<file path="src/rtl/fifo_pkg.sv">
// fifo_pkg: shared sizing rules and parameter legality checks for sync_fifo_flags
package fifo_pkg;
  function automatic int depth_f(input int address);
    return 1 << address;
  endfunction
  function automatic int count_w_f(input int address);
    return address + 1;
  endfunction
  function automatic bit af_legal_f(input int af, input int address);
    return af >= 1 && af <= depth_f(address);
  endfunction
  function automatic bit ae_legal_f(input int ae, input int address);
    return ae >= 0 && ae < depth_f(address);
  endfunction
endpackage

</file>
<file path="src/rtl/fifo_mem.sv">
// fifo_mem: Width x Depth dual-port array, synchronous write and asynchronous read
// Ports: clk_i clock; we_i/waddr_i/wdata_i write port; raddr_i/rdata_o read port.
module fifo_mem import fifo_pkg::*; #(
  parameter int Width   = 32,
  parameter int Address = 3
) (
  input  logic               clk_i,
  input  logic               we_i,
  input  logic [Address-1:0] waddr_i,
  input  logic [Width-1:0]   wdata_i,
  input  logic [Address-1:0] raddr_i,
  output logic [Width-1:0]   rdata_o
);
  logic [Width-1:0] mem_q [depth_f(Address)];
  always_ff @(posedge clk_i) if (we_i) mem_q[waddr_i] <= wdata_i;
  assign rdata_o = mem_q[raddr_i];
endmodule

</file>
<file path="src/rtl/sync_fifo_flags.sv">
// sync_fifo_flags: single-clock FIFO with count-based flags and registered or fall-through read
// Ports: clk_i clock; reset_i sync active-low reset; write_i/write_data_i push;
// read_i pop (FWFT: head acknowledge); read_data_o/read_valid_o read side;
// full_o/empty_o/almost_full_o/almost_empty_o/count_o status; overflow_o/underflow_o error pulses.
module sync_fifo_flags import fifo_pkg::*; #(
  parameter int Width     = 32,
  parameter int Address   = 3,
  parameter int AF_Thresh = 6,
  parameter int AE_Thresh = 1,
  parameter int FWFT      = 0
) (
  input  logic                          clk_i,
  input  logic                          reset_i,
  input  logic                          write_i,
  input  logic                          read_i,
  input  logic [Width-1:0]              write_data_i,
  output logic [Width-1:0]              read_data_o,
  output logic                          read_valid_o,
  output logic                          full_o,
  output logic                          empty_o,
  output logic                          almost_full_o,
  output logic                          almost_empty_o,
  output logic [count_w_f(Address)-1:0] count_o,
  output logic                          overflow_o,
  output logic                          underflow_o
);
  localparam int Depth = depth_f(Address);
  localparam int CW = count_w_f(Address);
  if (!af_legal_f(AF_Thresh, Address)) begin : g_af_chk
    $error("AF_Thresh must lie in 1..Depth");
  end
  if (!ae_legal_f(AE_Thresh, Address)) begin : g_ae_chk
    $error("AE_Thresh must lie in 0..Depth-1");
  end
  logic [Address-1:0] wr_ptr_q, wr_ptr_d, rd_ptr_q, rd_ptr_d;
  logic [CW-1:0] count_q, count_d;
  logic [Width-1:0] rdata_q, rdata_d, mem_rdata;
  logic full_q, empty_q, af_q, ae_q, ovf_q, unf_q, rvalid_q, wr_en, rd_en;
  fifo_mem #(.Width(Width), .Address(Address)) u_mem (
    .clk_i  (clk_i),
    .we_i   (wr_en),
    .waddr_i(wr_ptr_q),
    .wdata_i(write_data_i),
    .raddr_i(rd_ptr_q),
    .rdata_o(mem_rdata)
  );
  // acceptance uses this cycle's registered flags, so a pop never frees room for a same-cycle push
  always_comb begin
    wr_en = write_i && !full_q;
    rd_en = read_i && !empty_q;
    wr_ptr_d = wr_en ? wr_ptr_q + Address'(1) : wr_ptr_q;
    rd_ptr_d = rd_en ? rd_ptr_q + Address'(1) : rd_ptr_q;
    count_d = (wr_en && !rd_en) ? count_q + CW'(1) : (rd_en && !wr_en) ? count_q - CW'(1) : count_q;
    rdata_d = rd_en ? mem_rdata : rdata_q;
  end
  // flags are computed from count_d so they line up with count_q in the same cycle
  always_ff @(posedge clk_i) begin
    if (!reset_i) begin
      wr_ptr_q <= '0;
      rd_ptr_q <= '0;
      count_q  <= '0;
      full_q   <= 1'b0;
      empty_q  <= 1'b1;
      af_q     <= 1'b0;
      ae_q     <= 1'b1;
      ovf_q    <= 1'b0;
      unf_q    <= 1'b0;
      rvalid_q <= 1'b0;
      rdata_q  <= '0;
    end else begin
      wr_ptr_q <= wr_ptr_d;
      rd_ptr_q <= rd_ptr_d;
      count_q  <= count_d;
      full_q   <= count_d == CW'(Depth);
      empty_q  <= count_d == '0;
      af_q     <= count_d >= CW'(AF_Thresh);
      ae_q     <= count_d <= CW'(AE_Thresh);
      ovf_q    <= write_i && full_q;
      unf_q    <= read_i && empty_q;
      rvalid_q <= rd_en;
      rdata_q  <= rdata_d;
    end
  end
  assign read_data_o    = FWFT != 0 ? mem_rdata : rdata_q;
  assign read_valid_o   = FWFT != 0 ? !empty_q : rvalid_q;
  assign full_o         = full_q;
  assign empty_o        = empty_q;
  assign almost_full_o  = af_q;
  assign almost_empty_o = ae_q;
  assign count_o        = count_q;
  assign overflow_o     = ovf_q;
  assign underflow_o    = unf_q;
endmodule

</file>
<file path="config.mk">
export PLATFORM = sky130hd
export DESIGN_NAME = sync_fifo_flags
export DESIGN_NICKNAME = d
export VERILOG_FILES = /design/src/rtl/fifo_pkg.sv /design/src/rtl/fifo_mem.sv /design/src/rtl/sync_fifo_flags.sv
export SDC_FILE = /design/constraint.sdc
export NUM_CORES = 1
export LEC_CHECK = 0
export ABC_CLOCK_PERIOD_IN_PS = 6650
export CAP_MARGIN = 15
export CORE_ASPECT_RATIO = 0.5
export CORE_MARGIN = 5
export CORE_UTILIZATION = 30
export CTS_BUF_LIST = sky130_fd_sc_hd__clkbuf_4 sky130_fd_sc_hd__clkbuf_8 sky130_fd_sc_hd__clkbuf_16
export CTS_CLUSTER_DIAMETER = 100
export DETAILED_ROUTE_END_ITERATION = 10
export HOLD_SLACK_MARGIN = 0.06
export SLEW_MARGIN = 20
export SYNTH_ARGS = -nofsm -noshare
export SYNTH_HDL_FRONTEND = slang
export SYNTH_HIERARCHICAL = 1
export SYNTH_SLANG_ARGS = --single-unit
</file>
<file path="constraint.sdc">
create_clock -name clk_i -period 6.65 [get_ports clk_i]
set_input_delay 1.33 -clock clk_i [delete_from_list [all_inputs] [get_ports clk_i]]
set_output_delay 1.33 -clock clk_i [all_outputs]
set_load 0.02 [all_outputs]
</file>
==> Yosys cells after proc, flatten, opt, wreduce, memory -nomap -nowiden <==
Memories as Yosys holds them, arrays and structs flattened. A register that Yosys moved wholly into a read port is not among the register bits.
Index checks and enable logic that the tools add are counted.
{ "word_totals": {"mem_count": 1, "ff_bits": 17, "input_bits": 36, "mem_bits_rw": 256, "word_cells": 34} }
{ "memory_table": {"columns": ["name", "depth", "width", "read_ports", "rd_clocked_by_memory_dff", "write_ports", "line", "text"], "rows": [
  ["u_mem.mem_q", 8, 32, 1, 1, 1, "fifo_mem.sv:14", "logic [Width-1:0] mem_q [depth_f(Address)];"]
]} }
{ "op_classes": {"muxes": 4, "n_reduce_logical": 12, "eq_ne": 1, "magnitude_cmp": 2, "addsub": 4} }
{ "ops": {"columns": ["op", "n"], "rows": [
  ["$mux W4", 2],
  ["$add A3 B1 Y3 const B", 2],
  ["$logic_and A1 B1 Y1", 6],
  ["$logic_not A1 Y1", 5],
  ["$add A4 B1 Y4 const B", 1],
  ["$eq A4 B4 Y1 const B", 1],
  ["$ge A4 B3 Y1 const B", 1],
  ["$le A4 B1 Y1 const B", 1],
  ["$logic_not A4 Y1", 1],
  ["$sub A4 B1 Y4 const B", 1],
  ["$mux W1", 2]
]} }

==> Longest topological paths before layout <==
{ "logic_depth": {"ltp_word": 7, "depth_mapped": 7} }

==> By module <==
The synthesis kept the hierarchy.
{ "modules_own_cells": {"columns": ["mod", "area_each_um2", "seq_area_each_um2", "cells_each", "instances"], "rows": [
  ["fifo_mem", 9825.7, 7687.4, 383, 1],
  ["sync_fifo_flags", 1935.6, 980.9, 215, 1]
]} }

==> Least setup slack after synthesis <==
Ideal clock, no wire load.
{ "synth_timing": {"path_type": "input-to-reg", "from": "input write_i", "to": "memory u_mem.mem_q[0][0] (enable)", "stages": 5, "arrival_time_ps": 3865, "setup_ps": 461, "t_required_ps": 6189, "slack_ps": 2324, "path_cell_list": "nand2b_4 buf_6 clkinv_8 nand2b_1 nor3_1"} }
{ "synth_between": {"elab_chain_len": 3} }
{ "synth_rtl": {"columns": ["element", "line", "text"], "rows": [
  ["from (decl)", "sync_fifo_flags.sv:14", "input logic write_i,"],
  ["$logic_and A1 B1 Y1", "sync_fifo_flags.sv:49", "wr_en = write_i && !full_q;"],
  ["net wr_en", "sync_fifo_flags.sv:38", "logic full_q, empty_q, af_q, ae_q, ovf_q, unf_q, rvalid_q, wr_en, rd_en;"],
  ["$mux W1", "fifo_mem.sv:15", "always_ff @(posedge clk_i) if (we_i) mem_q[waddr_i] <= wdata_i;"],
  ["$mux W1 (not written as such)", "fifo_mem.sv:15", null],
  ["to (decl)", "fifo_mem.sv:14", null]
]} }
The timed path passes the listed nets, and every way through them passes these cells.

==> Worst setup path after layout <==
{ "layout_timing": {"from": "register count_q[1], in the netlist count_o[1]", "to": "output count_o[1]"} }
{ "layout_lines": {"columns": ["element", "line", "text"], "rows": [
  ["from (decl)", "sync_fifo_flags.sv:36", "logic [CW-1:0] count_q, count_d;"],
  ["from (signal assigned)", "sync_fifo_flags.sv:73", "count_q <= count_d;"],
  ["to (decl)", "sync_fifo_flags.sv:23", "output logic [count_w_f(Address)-1:0] count_o,"]
]} }
No word-level cell between the ends.

==> results.rst <==
.. list-table::
   :header-rows: 1

   * - Metric
     - Value
   * - Max-slew headroom
     - between 30% and 40%
   * - Pin count of the biggest net entering global routing
     - 66
   * - CP Cell Sequence
     - clkdlybuf4s50_1
   * - Transition time of the tightest slew-check pin
     - 0.913 ns
   * - Internal reg-to-reg setup slack
     - between 3 and 4 ns
   * - Met3 GRT Util
     - under 10%
   * - Pins over their slew limit
     - 0
   * - Final Hold Viols
     - 0
   * - Combinational family with the most area after synthesis
     - multiplexers
   * - CP bufs+invs
     - 1
   * - Area of the mapped netlist
     - roughly 12000 sq um
   * - Total Die Area
     - around 44000 sq um
   * - Share of synthesized cell area in and, or, nand and nor gates
     - 4.07%
   * - Ports
     - 79
   * - Height of the die
     - between 150 and 200 microns
   * - Count of input and output buffers
     - 78
   * - Initial detailed-routing violation count
     - 280
   * - Yosys warning total
     - 6
   * - TritonCTS Buffers
     - 30
   * - Part of the Yosys area used for sequential elements
     - about three quarters
   * - Cell depth of the worst flop-to-flop path
     - 5
   * - Fraction of power spent switching nets
     - between 20% and 30%
   * - Clk slew on worst S/H paths
     - about 0.06 ns
   * - Global-route wire length before repair
     - 34.9 mm
   * - Number of antenna cells inserted
     - 0
   * - WP data required
     - around 5.3 ns
   * - Leading cell type in the layout, fill and taps excluded
     - edfxtp_1
   * - Total of max-cap violations
     - 0
   * - Post-route clock period utilization
     - between 40% and 50%
   * - Setup Crit Path Kind
     - reg2out
   * - Total number of placement rows
     - just over 50
   * - Critical path capture point type
     - output port
   * - Result of the run
     - complete, no violations
   * - Post-synthesis async set-or-reset flop share
     - 0%
   * - Worst hold start
     - read_data_o[8]
   * - Critical path data arrival time
     - about 1.7 ns
   * - Number of filler instances in the final layout
     - approximately 3600
   * - Destination of the critical timing path
     - count_o[1]
   * - Cell type group with the largest total delay on the critical path
     - buffers and inverters
   * - Pint
     - around 3.6 mW
   * - Number of nets in the synthesized netlist
     - 638
   * - Area taken by multi-input logic gates
     - just under 3000 sq um
   * - Cts-stage hold buffer count
     - 0
   * - Number of post-CTS setup repair buffers
     - 0
   * - Seq pwr share
     - between 40 and 50%
   * - Post-synthesis mux area share
     - approximately 17%
   * - Adder-cell area share of the yosys netlist
     - less than 1%
   * - Share of the synthesized area in compound gates (AO/OA/AOI/OAI)
     - ~2.8%
   * - Switching power summed over all nets
     - about 1.1 mW
   * - Total power per unit cell area
     - 328 nW/um^2
   * - Average wire per standard cell
     - between 15 and 20 microns
   * - Chip width
     - between 200 and 300 microns
   * - Static leakage
     - approximately 4.5 nW
   * - Worst min path class
     - reg2reg
   * - Total congestion overflow
     - 0
   * - Final GP Congestion
     - around 0.68
   * - Clock latency on the worst-skew pair
     - about 0.55 ns
   * - Number of H-tree branching levels
     - 1
   * - Via count of the first global-routing pass
     - between 5000 and 6000
   * - CTS sink cnt
     - 305
   * - Net total in the final layout
     - between 700 and 800
   * - Clock root buffer master
     - clkbuf_16
   * - Vias post-DR
     - 5641
   * - Number of antenna violations at the first check in global routing
     - 1
   * - Busiest grt layer
     - met2
   * - Worst R2R End
     - read_data_o[8]
   * - Final total negative setup slack
     - 0 ns
   * - Clock network fraction of design power
     - 36.0%
   * - Pre-antenna DRT Iters
     - 4
   * - Critical Path Stages
     - 1
   * - CTS Buffer Depth
     - 3
   * - Residual DRC count
     - 0
   * - Startpoint types
     - flop
   * - Clock period minus final worst setup slack
     - ~3.0 ns
   * - Sequential cell area
     - roughly 8700 sq um
   * - Most used cells in the layout excluding fill and tap cells
     - edfxtp_1 (256), clkdlybuf4s50_1 (78), nand2_1 (73), dfxtp_1 (47), mux4_1 (40)
   * - Start point of the critical path
     - count_o[1]
   * - HPWL reported at the end of detailed placement
     - about 13 mm
   * - Setup repair after global routing missed its margin
     - no
   * - Clock tree from TritonCTS
     - yes
   * - Area of the placeable core
     - between 30000 and 40000 sq um
   * - Area growth, synth to finish
     - 21.5%
   * - GRT Total Usage
     - approximately 10%
   * - Setup skew after layout
     - about 0.007 ns
   * - Worst vdd rail ir drop
     - roughly 230 uV
   * - Remaining antenna violation count
     - 0
   * - Parity-gate share of the synthesized area counting xor and xnor cells
     - less than 1%
   * - Global Route met1 Usage
     - approximately 13%
   * - Total wire length after detailed routing
     - roughly 22 mm
   * - Share of layout cells above drive strength 1
     - a little under a fifth
   * - Avg Synthesized Cell Area
     - 19.7 sq um
   * - Number of enable flip-flop cells after synthesis
     - ~260
   * - Number of synthesized register bits
     - 305
   * - Via density
     - ~4.5
   * - Number of setup violations in the final report
     - 0
   * - Slowest cell on the critical path
     - clkdlybuf4s50_1
   * - Fmax
     - 0.332 GHz
   * - Count of distinct cell types in the synthesized netlist
     - 36
   * - Met2 routing resource usage after global routing
     - approximately 18%
   * - Worst-path maximum fanout
     - 7
   * - Most frequently used flop master after synthesis
     - edfxtp_1
   * - Worst r2r src
     - rd_ptr_q[0]
   * - Number of cells upsized or downsized after cts
     - 0
   * - Relative contribution of combinational cells to total power
     - 15.5%
   * - Cells after synthesis
     - between 500 and 600
   * - Final cell utilization of the core
     - 36.8%
   * - Initial core utilization
     - about 30%
   * - Worst stage delay on the critical path
     - roughly 0.67 ns
[registers in the layout, indices dropped and copies added (netlist names), 3 cells and up]
| signal | count |
|---|---|
| u_mem/mem_q | 256 |
| read_data_o | 32 |
| count_o | 4 |
| rd_ptr_q | 3 |
| wr_ptr_q | 3 |
[power groups by stage]
| stage | clock (mW) | combinational [mW] | sequential (mW) |
|---|---|---|---|
| final | 1.69 | 0.726 | 2.27 |
| after global routing | 1.81 | 0.786 | 2.29 |
| after CTS | 1.74 | 0.740 | 2.27 |
| after detailed placement | 0 | 0.739 | 2.31 |
| after global placement | 0 | 0.721 | 2.31 |
| after floorplan | 0 | 0.456 | 2.33 |
[through the flow]
step           instance area, sq um  power (mW)  cells  hold slack, ns  worst slack [ns]
2_1_floorplan                 11800        2.79    598           0.459              2.32
3_5_place_dp                  13200        3.05   1184           0.460              2.95
3_3_place_gp                  13100        3.03   1182           0.454              2.98
5_1_grt                       14300        4.89   1244           0.490              3.55
6_report                      14300        4.68   1244           0.462              3.64
4_1_cts                       14200        4.75   1240           0.468              3.53
[routing by layer]
metal  part of all wire, %  up-vias  routed length (microns)
li1                      -     2567                        -
met1                    44     2968                     9680
met2                    51       67                    11400
met3                   3.0       37                      659
met4                   2.2        2                      493
met5                 0.031        -                        7
[cells in the mapped netlist, types with 2 or more instances]
master    number  area share [%]
nand2b_1       5            0.27
mux4_1        40             8.9
a211o_1        2            0.15
mux4_2        24             4.6
and2_1         6            0.32
buf_2          8            0.34
nor2_1         7            0.22
clkbuf_1       9            0.29
ha_1           4            0.43
mux2_2        32             3.1
inv_1          3           0.096
buf_1          7            0.22
a21oi_1        3            0.13
xnor2_1        6            0.45
nor2b_1        2            0.11
dfxtp_1       49             8.3
a21boi_0      34             2.2
nand2_1       73             2.3
and3_1         2            0.11
buf_6          8            0.77
nor3_1         2           0.085
nand4_1        3            0.16
edfxtp_1     256              65
[kinds of logic after synthesis]
| family | count (synthesis) |
|---|---|
| flops | 305 |
| xor+xnor | 6 |
| buf+inv | 36 |
| compound gates | 44 |
| simple gates | 106 |
| fa+ha+maj | 4 |
| mux | 97 |
[layout make-up]
class,count,area share (%)
clock buffer,40,5.86
clock inverter,16,1.24
inverter,4,0.193
multi-input combinational,257,20.5
sequential,305,60.7
tap,530,4.64
timing repair buffer,92,6.88
[worst register-to-register path, delay by kind of cell (launching register included)]
family | cells | cell delay [ns]
AO/OA/AOI/OAI | 1 | 0.08
buffers and inverters | 1 | 0.66
flip-flops | 1 | 0.75
multiplexers | 2 | 0.97
AND/OR/NAND/NOR | 1 | 0.09
[how the worst min path moves through the flow]
stage	to	slack, ns	cells after the start
detailed placement	read_data_o[20]	0.46	2
global placement	read_data_o[22]	0.45	2
CTS	read_data_o[11]	0.47	2
global route	read_data_o[7]	0.49	2
finish	read_data_o[8]	0.46	2
floorplan	rd_ptr_q[1]	0.46	2
Power figures use the tool's default switching activity.
